[src/rtl/conv_stream_feeder_pkg.sv]
// Shared accelerator definitions: feeder sequencer states, stream tags and the
// helper that picks the first non-empty tile phase.
package conv_stream_feeder_pkg;

  typedef enum logic [2:0] {
    S_IDLE,
    S_CONFIG,
    S_IFMAP,
    S_WEIGHT,
    S_DRAIN
  } state_t;

  localparam logic TAG_IFMAP  = 1'b1;
  localparam logic TAG_WEIGHT = 1'b0;

  // Zero-length phases are skipped; an all-empty tile set goes straight to DRAIN.
  function automatic state_t first_tile_phase(input logic no_tiles,
                                              input logic no_ifm,
                                              input logic no_wt);
    if (no_tiles) return S_DRAIN;
    if (!no_ifm)  return S_IFMAP;
    if (!no_wt)   return S_WEIGHT;
    return S_DRAIN;
  endfunction

endpackage

[src/rtl/stream_skid_fifo.sv]
// Two-entry response buffer for one valid/ready stream; the producer must
// respect the credit given by level, so a push never lands on a full buffer.
module stream_skid_fifo #(
  parameter int WIDTH = 8
) (
  input  logic             clk,
  input  logic             rst_n,
  input  logic             push,
  input  logic [WIDTH-1:0] push_data,
  output logic             vld,
  input  logic             rdy,
  output logic [WIDTH-1:0] data,
  output logic [1:0]       level
);

  logic [WIDTH-1:0] mem [2];
  logic             wr_ptr;
  logic             rd_ptr;
  logic             pop;

  assign vld  = (level != 2'd0);
  assign pop  = vld && rdy;
  assign data = mem[rd_ptr];

  always_ff @(posedge clk or negedge rst_n) begin
    if (!rst_n) begin
      // NOTE: the storage is reset too, so the stream data output reads 0 during reset.
      mem[0] <= '0;
      mem[1] <= '0;
      wr_ptr <= 1'b0;
      rd_ptr <= 1'b0;
      level  <= 2'd0;
    end else begin
      if (push) begin
        mem[wr_ptr] <= push_data;
        wr_ptr      <= ~wr_ptr;
      end
      if (pop) rd_ptr <= ~rd_ptr;
      level <= level + {1'b0, push} - {1'b0, pop};
    end
  end

endmodule

[src/rtl/conv_stream_feeder.sv]
// Layer feeder: reads config words, then per tile the ifmap and weight words,
// and streams them out through two credit-controlled 2-entry buffers.
module conv_stream_feeder
  import conv_stream_feeder_pkg::*;
#(
  parameter int IFMAP_WEIGHT_WIDTH = 8,
  parameter int FIFO_WORDS         = 2,
  parameter int CONFIG_ADDR_WIDTH  = 8,
  parameter int CONFIG_DATA_WIDTH  = 8,
  parameter int COUNTER_WIDTH      = 32
) (
  input  logic                                      clk,
  input  logic                                      rst_n,
  input  logic                                      start,
  output logic                                      busy,
  output logic                                      done,
  input  logic [COUNTER_WIDTH-1:0]                  cfg_count,
  input  logic [COUNTER_WIDTH-1:0]                  ifm_words,
  input  logic [COUNTER_WIDTH-1:0]                  wt_words,
  input  logic [COUNTER_WIDTH-1:0]                  num_tiles,
  output logic                                      cfg_rd_en,
  output logic [CONFIG_ADDR_WIDTH-1:0]              cfg_rd_adr,
  input  logic [CONFIG_DATA_WIDTH-1:0]              cfg_rd_data,
  output logic                                      ifm_rd_en,
  output logic [COUNTER_WIDTH-1:0]                  ifm_rd_adr,
  output logic                                      wt_rd_en,
  output logic [COUNTER_WIDTH-1:0]                  wt_rd_adr,
  input  logic [FIFO_WORDS*IFMAP_WEIGHT_WIDTH-1:0]  rd_data,
  output logic [CONFIG_ADDR_WIDTH+CONFIG_DATA_WIDTH-1:0] config_data,
  output logic                                      config_vld,
  input  logic                                      config_rdy,
  output logic [FIFO_WORDS*IFMAP_WEIGHT_WIDTH:0]    ifmap_weight_data,
  output logic                                      ifmap_weight_vld,
  input  logic                                      ifmap_weight_rdy
);

  localparam int DW = FIFO_WORDS * IFMAP_WEIGHT_WIDTH;
  localparam int CW = CONFIG_ADDR_WIDTH + CONFIG_DATA_WIDTH;
  localparam logic [COUNTER_WIDTH-1:0] ONE = COUNTER_WIDTH'(1);

  state_t                   state;
  logic [COUNTER_WIDTH-1:0] cfg_len, ifm_len, wt_len, tiles_len;
  logic [COUNTER_WIDTH-1:0] cfg_cnt, ifm_cnt, ifm_adr, wt_adr, tile_cnt;
  logic                     cfg_inflight, dat_inflight, dat_tag;
  logic [CONFIG_ADDR_WIDTH-1:0] cfg_idx;
  logic [1:0]               cfg_level, dat_level;
  logic                     cfg_ok, dat_ok;
  logic                     cfg_last, ifm_last, wt_last, tile_last;

  // A slot freed by a pop this cycle may be re-credited at once, which keeps
  // one beat per cycle across the read-to-buffer latency.
  assign cfg_ok = (cfg_level + {1'b0, cfg_inflight} < 2'd2) || (config_vld && config_rdy);
  assign dat_ok = (dat_level + {1'b0, dat_inflight} < 2'd2) || (ifmap_weight_vld && ifmap_weight_rdy);

  assign cfg_rd_en  = (state == S_CONFIG) && cfg_ok;
  assign ifm_rd_en  = (state == S_IFMAP)  && dat_ok;
  assign wt_rd_en   = (state == S_WEIGHT) && dat_ok;
  assign cfg_rd_adr = cfg_cnt[CONFIG_ADDR_WIDTH-1:0];
  assign ifm_rd_adr = ifm_adr;
  assign wt_rd_adr  = wt_adr;

  assign cfg_last  = (cfg_cnt  == cfg_len   - ONE);
  assign ifm_last  = (ifm_cnt  == ifm_len   - ONE);
  assign wt_last   = (wt_adr   == wt_len    - ONE);
  assign tile_last = (tile_cnt == tiles_len - ONE);

  always_ff @(posedge clk or negedge rst_n) begin
    if (!rst_n) begin
      state        <= S_IDLE;
      busy         <= 1'b0;
      done         <= 1'b0;
      cfg_len      <= '0;
      ifm_len      <= '0;
      wt_len       <= '0;
      tiles_len    <= '0;
      cfg_cnt      <= '0;
      ifm_cnt      <= '0;
      ifm_adr      <= '0;
      wt_adr       <= '0;
      tile_cnt     <= '0;
      cfg_inflight <= 1'b0;
      dat_inflight <= 1'b0;
      dat_tag      <= TAG_WEIGHT;
      cfg_idx      <= '0;
    end else begin
      // NOTE: non-blocking throughout, so every branch below sees the pre-edge register values.
      done         <= 1'b0;
      cfg_inflight <= cfg_rd_en;
      dat_inflight <= ifm_rd_en || wt_rd_en;
      if (cfg_rd_en) cfg_idx <= cfg_rd_adr;
      if (ifm_rd_en || wt_rd_en) dat_tag <= ifm_rd_en ? TAG_IFMAP : TAG_WEIGHT;

      case (state)
        S_IDLE: if (start) begin
          cfg_len   <= cfg_count;
          ifm_len   <= ifm_words;
          wt_len    <= wt_words;
          tiles_len <= num_tiles;
          cfg_cnt   <= '0;
          ifm_cnt   <= '0;
          ifm_adr   <= '0;
          wt_adr    <= '0;
          tile_cnt  <= '0;
          busy      <= 1'b1;
          state     <= (cfg_count != '0) ? S_CONFIG
                     : first_tile_phase(num_tiles == '0, ifm_words == '0, wt_words == '0);
        end
        S_CONFIG: if (cfg_rd_en) begin
          cfg_cnt <= cfg_cnt + ONE;
          if (cfg_last) state <= first_tile_phase(tiles_len == '0, ifm_len == '0, wt_len == '0);
        end
        S_IFMAP: if (ifm_rd_en) begin
          ifm_adr <= ifm_adr + ONE;
          if (!ifm_last) begin
            ifm_cnt <= ifm_cnt + ONE;
          end else begin
            ifm_cnt <= '0;
            if (wt_len != '0) state    <= S_WEIGHT;
            else if (tile_last) state  <= S_DRAIN;
            else tile_cnt              <= tile_cnt + ONE;
          end
        end
        S_WEIGHT: if (wt_rd_en) begin
          if (!wt_last) begin
            wt_adr <= wt_adr + ONE;
          end else begin
            wt_adr <= '0;
            if (tile_last) begin
              state <= S_DRAIN;
            end else begin
              tile_cnt <= tile_cnt + ONE;
              state    <= (ifm_len != '0) ? S_IFMAP : S_WEIGHT;
            end
          end
        end
        S_DRAIN: if (!cfg_inflight && !dat_inflight && cfg_level == 2'd0 && dat_level == 2'd0) begin
          done  <= 1'b1;
          busy  <= 1'b0;
          state <= S_IDLE;
        end
        default: state <= S_IDLE;
      endcase
    end
  end

  stream_skid_fifo #(.WIDTH(CW)) u_cfg_fifo (
    .clk       (clk),
    .rst_n     (rst_n),
    .push      (cfg_inflight),
    .push_data ({cfg_idx, cfg_rd_data}),
    .vld       (config_vld),
    .rdy       (config_rdy),
    .data      (config_data),
    .level     (cfg_level)
  );

  stream_skid_fifo #(.WIDTH(DW + 1)) u_dat_fifo (
    .clk       (clk),
    .rst_n     (rst_n),
    .push      (dat_inflight),
    .push_data ({dat_tag, rd_data}),
    .vld       (ifmap_weight_vld),
    .rdy       (ifmap_weight_rdy),
    .data      (ifmap_weight_data),
    .level     (dat_level)
  );

endmodule

[config.mk]
export PLATFORM = sky130hd
export DESIGN_NAME = conv_stream_feeder
export DESIGN_NICKNAME = d
export VERILOG_FILES = /design/src/rtl/conv_stream_feeder_pkg.sv /design/src/rtl/stream_skid_fifo.sv /design/src/rtl/conv_stream_feeder.sv
export SDC_FILE = /design/constraint.sdc
export NUM_CORES = 1
export LEC_CHECK = 0
export CORE_MARGIN = 8
export CORE_UTILIZATION = 50
export CTS_BUF_LIST = sky130_fd_sc_hd__clkbuf_8
export CTS_CLUSTER_SIZE = 20
export DETAILED_ROUTE_END_ITERATION = 12
export GPL_TIMING_DRIVEN = 1
export HOLD_SLACK_MARGIN = 0.08
export PLACE_DENSITY = 0.76
export SLEW_MARGIN = 5
export SYNTH_ARGS = -nofsm -noshare
export SYNTH_HDL_FRONTEND = slang
export SYNTH_HIERARCHICAL = 1
export SYNTH_SLANG_ARGS = --single-unit
[constraint.sdc]
create_clock -name clk -period 10.3 [get_ports clk]
set_input_delay 2.575 -clock clk [delete_from_list [all_inputs] [get_ports clk]]
set_output_delay 2.575 -clock clk [all_outputs]
set_load 0.005 [all_outputs]
==> reports/qor.csv <==
stage,metric,value,unit
run_status,run status,completed,
sta,final setup TNS,0,ns
synthesis,ys async rst share,100,%
sta,Final Max Slew Viols,0,
synthesis,Synthesized Nets,2559,
drt,via count,18600,
cells_and_area,diode count,0,
synthesis,Mapped Area,0.0217,mm^2
sta,RSZ-0062 raised after global routing,no,
synthesis,commonest cells in the synthesized netlist,"nand2_1 (493), dfrtp_1 (378), nor2_1 (210)",
grt,GRT overflow,0,
sta,Max Clock Skew,0.0228,ns
cts,"Reg clk slew, reported paths",0.06,ns
synthesis,area share of the largest cell type after synthesis,43.6,%
setup_path,crit-path leading delay family,buffers and inverters,
setup_path,CP Cell Sequence,clkdlybuf4s50_1 > and2_1 > o31a_1 > clkdlybuf4s50_1,
pwr,Worst VDD drop,0.118,mV
synthesis,mux cell area share after synthesis,6.97,%
placed_design,global placement routability congestion,0.879,
sta,final setup fails,0,
setup_path,data required time of the critical path,7.73,ns
floorplanning,CORE AREA,0.0429,mm^2
floorplanning,I/O pin count,269,
drt,DR WL/cell,18.1,um
setup_path,Worst path max stage delay,0.66,ns
drt,drt total wl,58900,um
grt,GRT Util Overall,23.0,%
setup_path,CP endpoint kind,output pin,
cts,setup bufs post-CTS,0,
cells_and_area,layout cells sized above 1,9.73,%
cts,CTS Buffer Depth,3,
cells_and_area,Synth-to-Final Area Change,20.0,%
synthesis,"count leader, synth",nand2_1,
cells_and_area,fin util,60.6,%
setup_path,WP data arrival,4.46,ns
grt,vias in the first global route,18800,
floorplanning,Site Rows,76,
synthesis,post-synthesis sequential area ratio,43.6,%
pwr,Pwr Density,243,mW/mm^2
cts,CTS tree,built,
drt,Via density,5.70,
setup_path,cell with the largest stage delay on the worst path,clkdlybuf4s50_1,
worst_hold_path,worst min path class,flop to flop,
sta,Final Hold Viols,0,
grt,first-pass GRT wire length,96200,um
synthesis,Main synth FF type,dfrtp_1,
synthesis,post-synth cell types,83,
setup_path,cell mode on critical path,clkdlybuf4s50_1,
synthesis,largest area contributor in the netlist,dfrtp_1,
sta,crit path time final,7.03,ns
sta,final worst path period share,68.3,%
drt,post-route ant nets,0,
setup_path,CP Buf/Inv Count,2,
floorplanning,die area,0.0503,mm^2
synthesis,main combinational cell family by area after synthesis,simple AND/OR/NAND/NOR gates,
sta,Max Freq,0.142,GHz
pwr,Power Total,6.31,mW
sta,worst slew pin tran,1.24,ns
cts,CTS sink cnt,378,
cts,Post-CTS Resized,0,
floorplanning,Starting Density,50.5,%
drt,First-pass DRT Iterations,5,
floorplanning,die width,224,um
cts,total CTS buffers,68,
setup_path,crit-path max FO,17,
run,Max-Cap Viols,0,
synthesis,number of synthesized flops with an enable pin,0,
synthesis,yosys warns,6,
cts,CTS H-tree depth,3,
cells_and_area,nets,2799,
cts,root buf cell,clkbuf_8,
sta,Slew HR,16.8,%
cts,clk_lat worst skew,0.61,ns
placed_design,hpwl dp,42400,um
cts,hold_buf cts,0,
synthesis,complex-gate fraction of the synthesized area,7.25,%
synthesis,Post-Synthesis Cells,2387,
synthesis,Area contributors post-synth,"dfrtp_1 (44%), nand2_1 (8.5%), xor2_1 (6.3%)",
setup_path,kind of critical path,primary input to output pin,
pwr,leakage dissipation,11.3,nW
setup_path,CP startpoint kind,primary input,
synthesis,Post-Synth Adder-Cell Area,0.912,%
synthesis,simple logic cell fraction of the synthesized area,26.8,%
synthesis,Synth Area in XOR/XNOR,11.4,%
drt,1st-iter DRT viols,1458,
grt,largest net degree at the start of global routing,117,
synthesis,#FFs+latches synth,378,
placed_design,I/O Buffers,268,
grt,initial antenna violation count,1,
floorplanning,Die Y,224,um
synthesis,syn avg cell area,9.08,um^2
drt,detailed-route DRC error count,0,
-- routing by layer --
metal  GRT usage (%)  wire length (um)
met1            30.0             25800
met2            37.5             27800
met3            5.19              3690
met4            7.62              1570
met5               0                13
-- worst paths after layout --
kind | from | end | slack [ns] | depth (start not counted)
setup / recovery | config_rdy | cfg_rd_en | 3.27 | 4
hold / removal | u_dat_fifo/mem[13]$_DFFE_PN0P_ | u_dat_fifo/mem[13]$_DFFE_PN0P_ | 0.50 | 1
setup reg to reg | ifm_len[0]$_DFFE_PN0P_ | tile_cnt[25]$_DFFE_PN0P_ | 5.21 | 13
hold reg to reg | u_dat_fifo/mem[13]$_DFFE_PN0P_ | u_dat_fifo/mem[13]$_DFFE_PN0P_ | 0.50 | 1
max in group asynchronous | rst_n | ifm_rd_adr[19]$_DFFE_PN0P_ | 6.03 | 3
min in group asynchronous | rst_n | cfg_cnt[25]$_DFFE_PN0P_ | 2.06 | 1
-- power by group --
part / leakage (nW) / switching, mW / total (mW) / internal, mW
sequential: 4.93 / 0.564 / 2.46 / 1.89
combinational: 5.65 / 1.28 / 2.45 / 1.17
clock: 0.756 / 0.625 / 1.40 / 0.778
-- cell type report --
class / instances / area (um^2)
timing repair buffer: 279 / 2770
inverter: 34 / 128
fill: 3585 / 16900
clock buffer: 87 / 1200
sequential: 378 / 9460
tap: 585 / 732
multi-input combinational: 1866 / 11600
clock inverter: 27 / 145
-- registers in the layout, summed over array words and instances, names as in the netlist --
register           count
done                   1
dat_tag                1
cfg_len               32
cfg_idx                8
busy                   1
u_cfg_fifo/level       2
ifm_len               32
u_dat_fifo/wr_ptr      1
cfg_cnt               32
u_cfg_fifo/wr_ptr      1
u_cfg_fifo/mem        32
tiles_len             32
wt_len                32
ifm_cnt               32
ifm_rd_adr            32
state                  3
cfg_inflight           1
u_dat_fifo/mem        34
dat_inflight           1
wt_rd_adr             32
u_dat_fifo/level       2
u_dat_fifo/rd_ptr      1
tile_cnt              32
u_cfg_fifo/rd_ptr      1
-- cell families (layout without fill, tap and decap cells) --
group | after synthesis | count (layout)
and+or+nand+nor | 1197 | 1197
DFF | 378 | 378
xor gates and xnor gates | 280 | 280
AOI/OAI and AO/OA | 244 | 244
buffers and inverters | 143 | 427
muxes | 129 | 129
adders and majority gates | 16 | 16
-- placed cells by master, fill, tap and decap left out, types with 6 or more instances in the layout --
master / instances
nor2b_1: 12
ha_1: 15
nor3_1: 54
o21ai_0: 73
o2111ai_1: 6
xnor2_1: 122
o22ai_1: 6
a31oi_1: 19
nand4b_1: 11
nand2_1: 492
nor4b_1: 8
buf_4: 11
mux2i_1: 14
and4_1: 16
inv_1: 52
and3_1: 43
a21o_1: 6
a21oi_1: 49
or2_2: 10
nor2_1: 209
clkbuf_8: 87
mux2_2: 95
or4_1: 20
dfrtp_1: 378
mux2_4: 20
nor3b_1: 10
o31ai_1: 9
clkdlybuf4s50_1: 267
o41ai_1: 8
nand4_1: 69
nand3_1: 79
nor4_1: 67
o211ai_1: 6
nand2b_1: 21
xor2_1: 157
or3_1: 35
-- metrics by stage --
| stage | area [um^2] | setup slack (ns) | instances | hold WS, ns |
|---|---|---|---|---|
| floorplan | 21700 | 4.43 | 2387 | 0.467 |
| global placement | 24700 | 3.28 | 3142 | 0.480 |
| detailed placement | 24700 | 3.27 | 3142 | 0.489 |
| CTS | 26000 | 3.26 | 3256 | 0.502 |
| global route | 26000 | 3.16 | 3256 | 0.514 |
| finish | 26000 | 3.27 | 3256 | 0.500 |
Note: power is estimated with default switching activity, not from simulation.
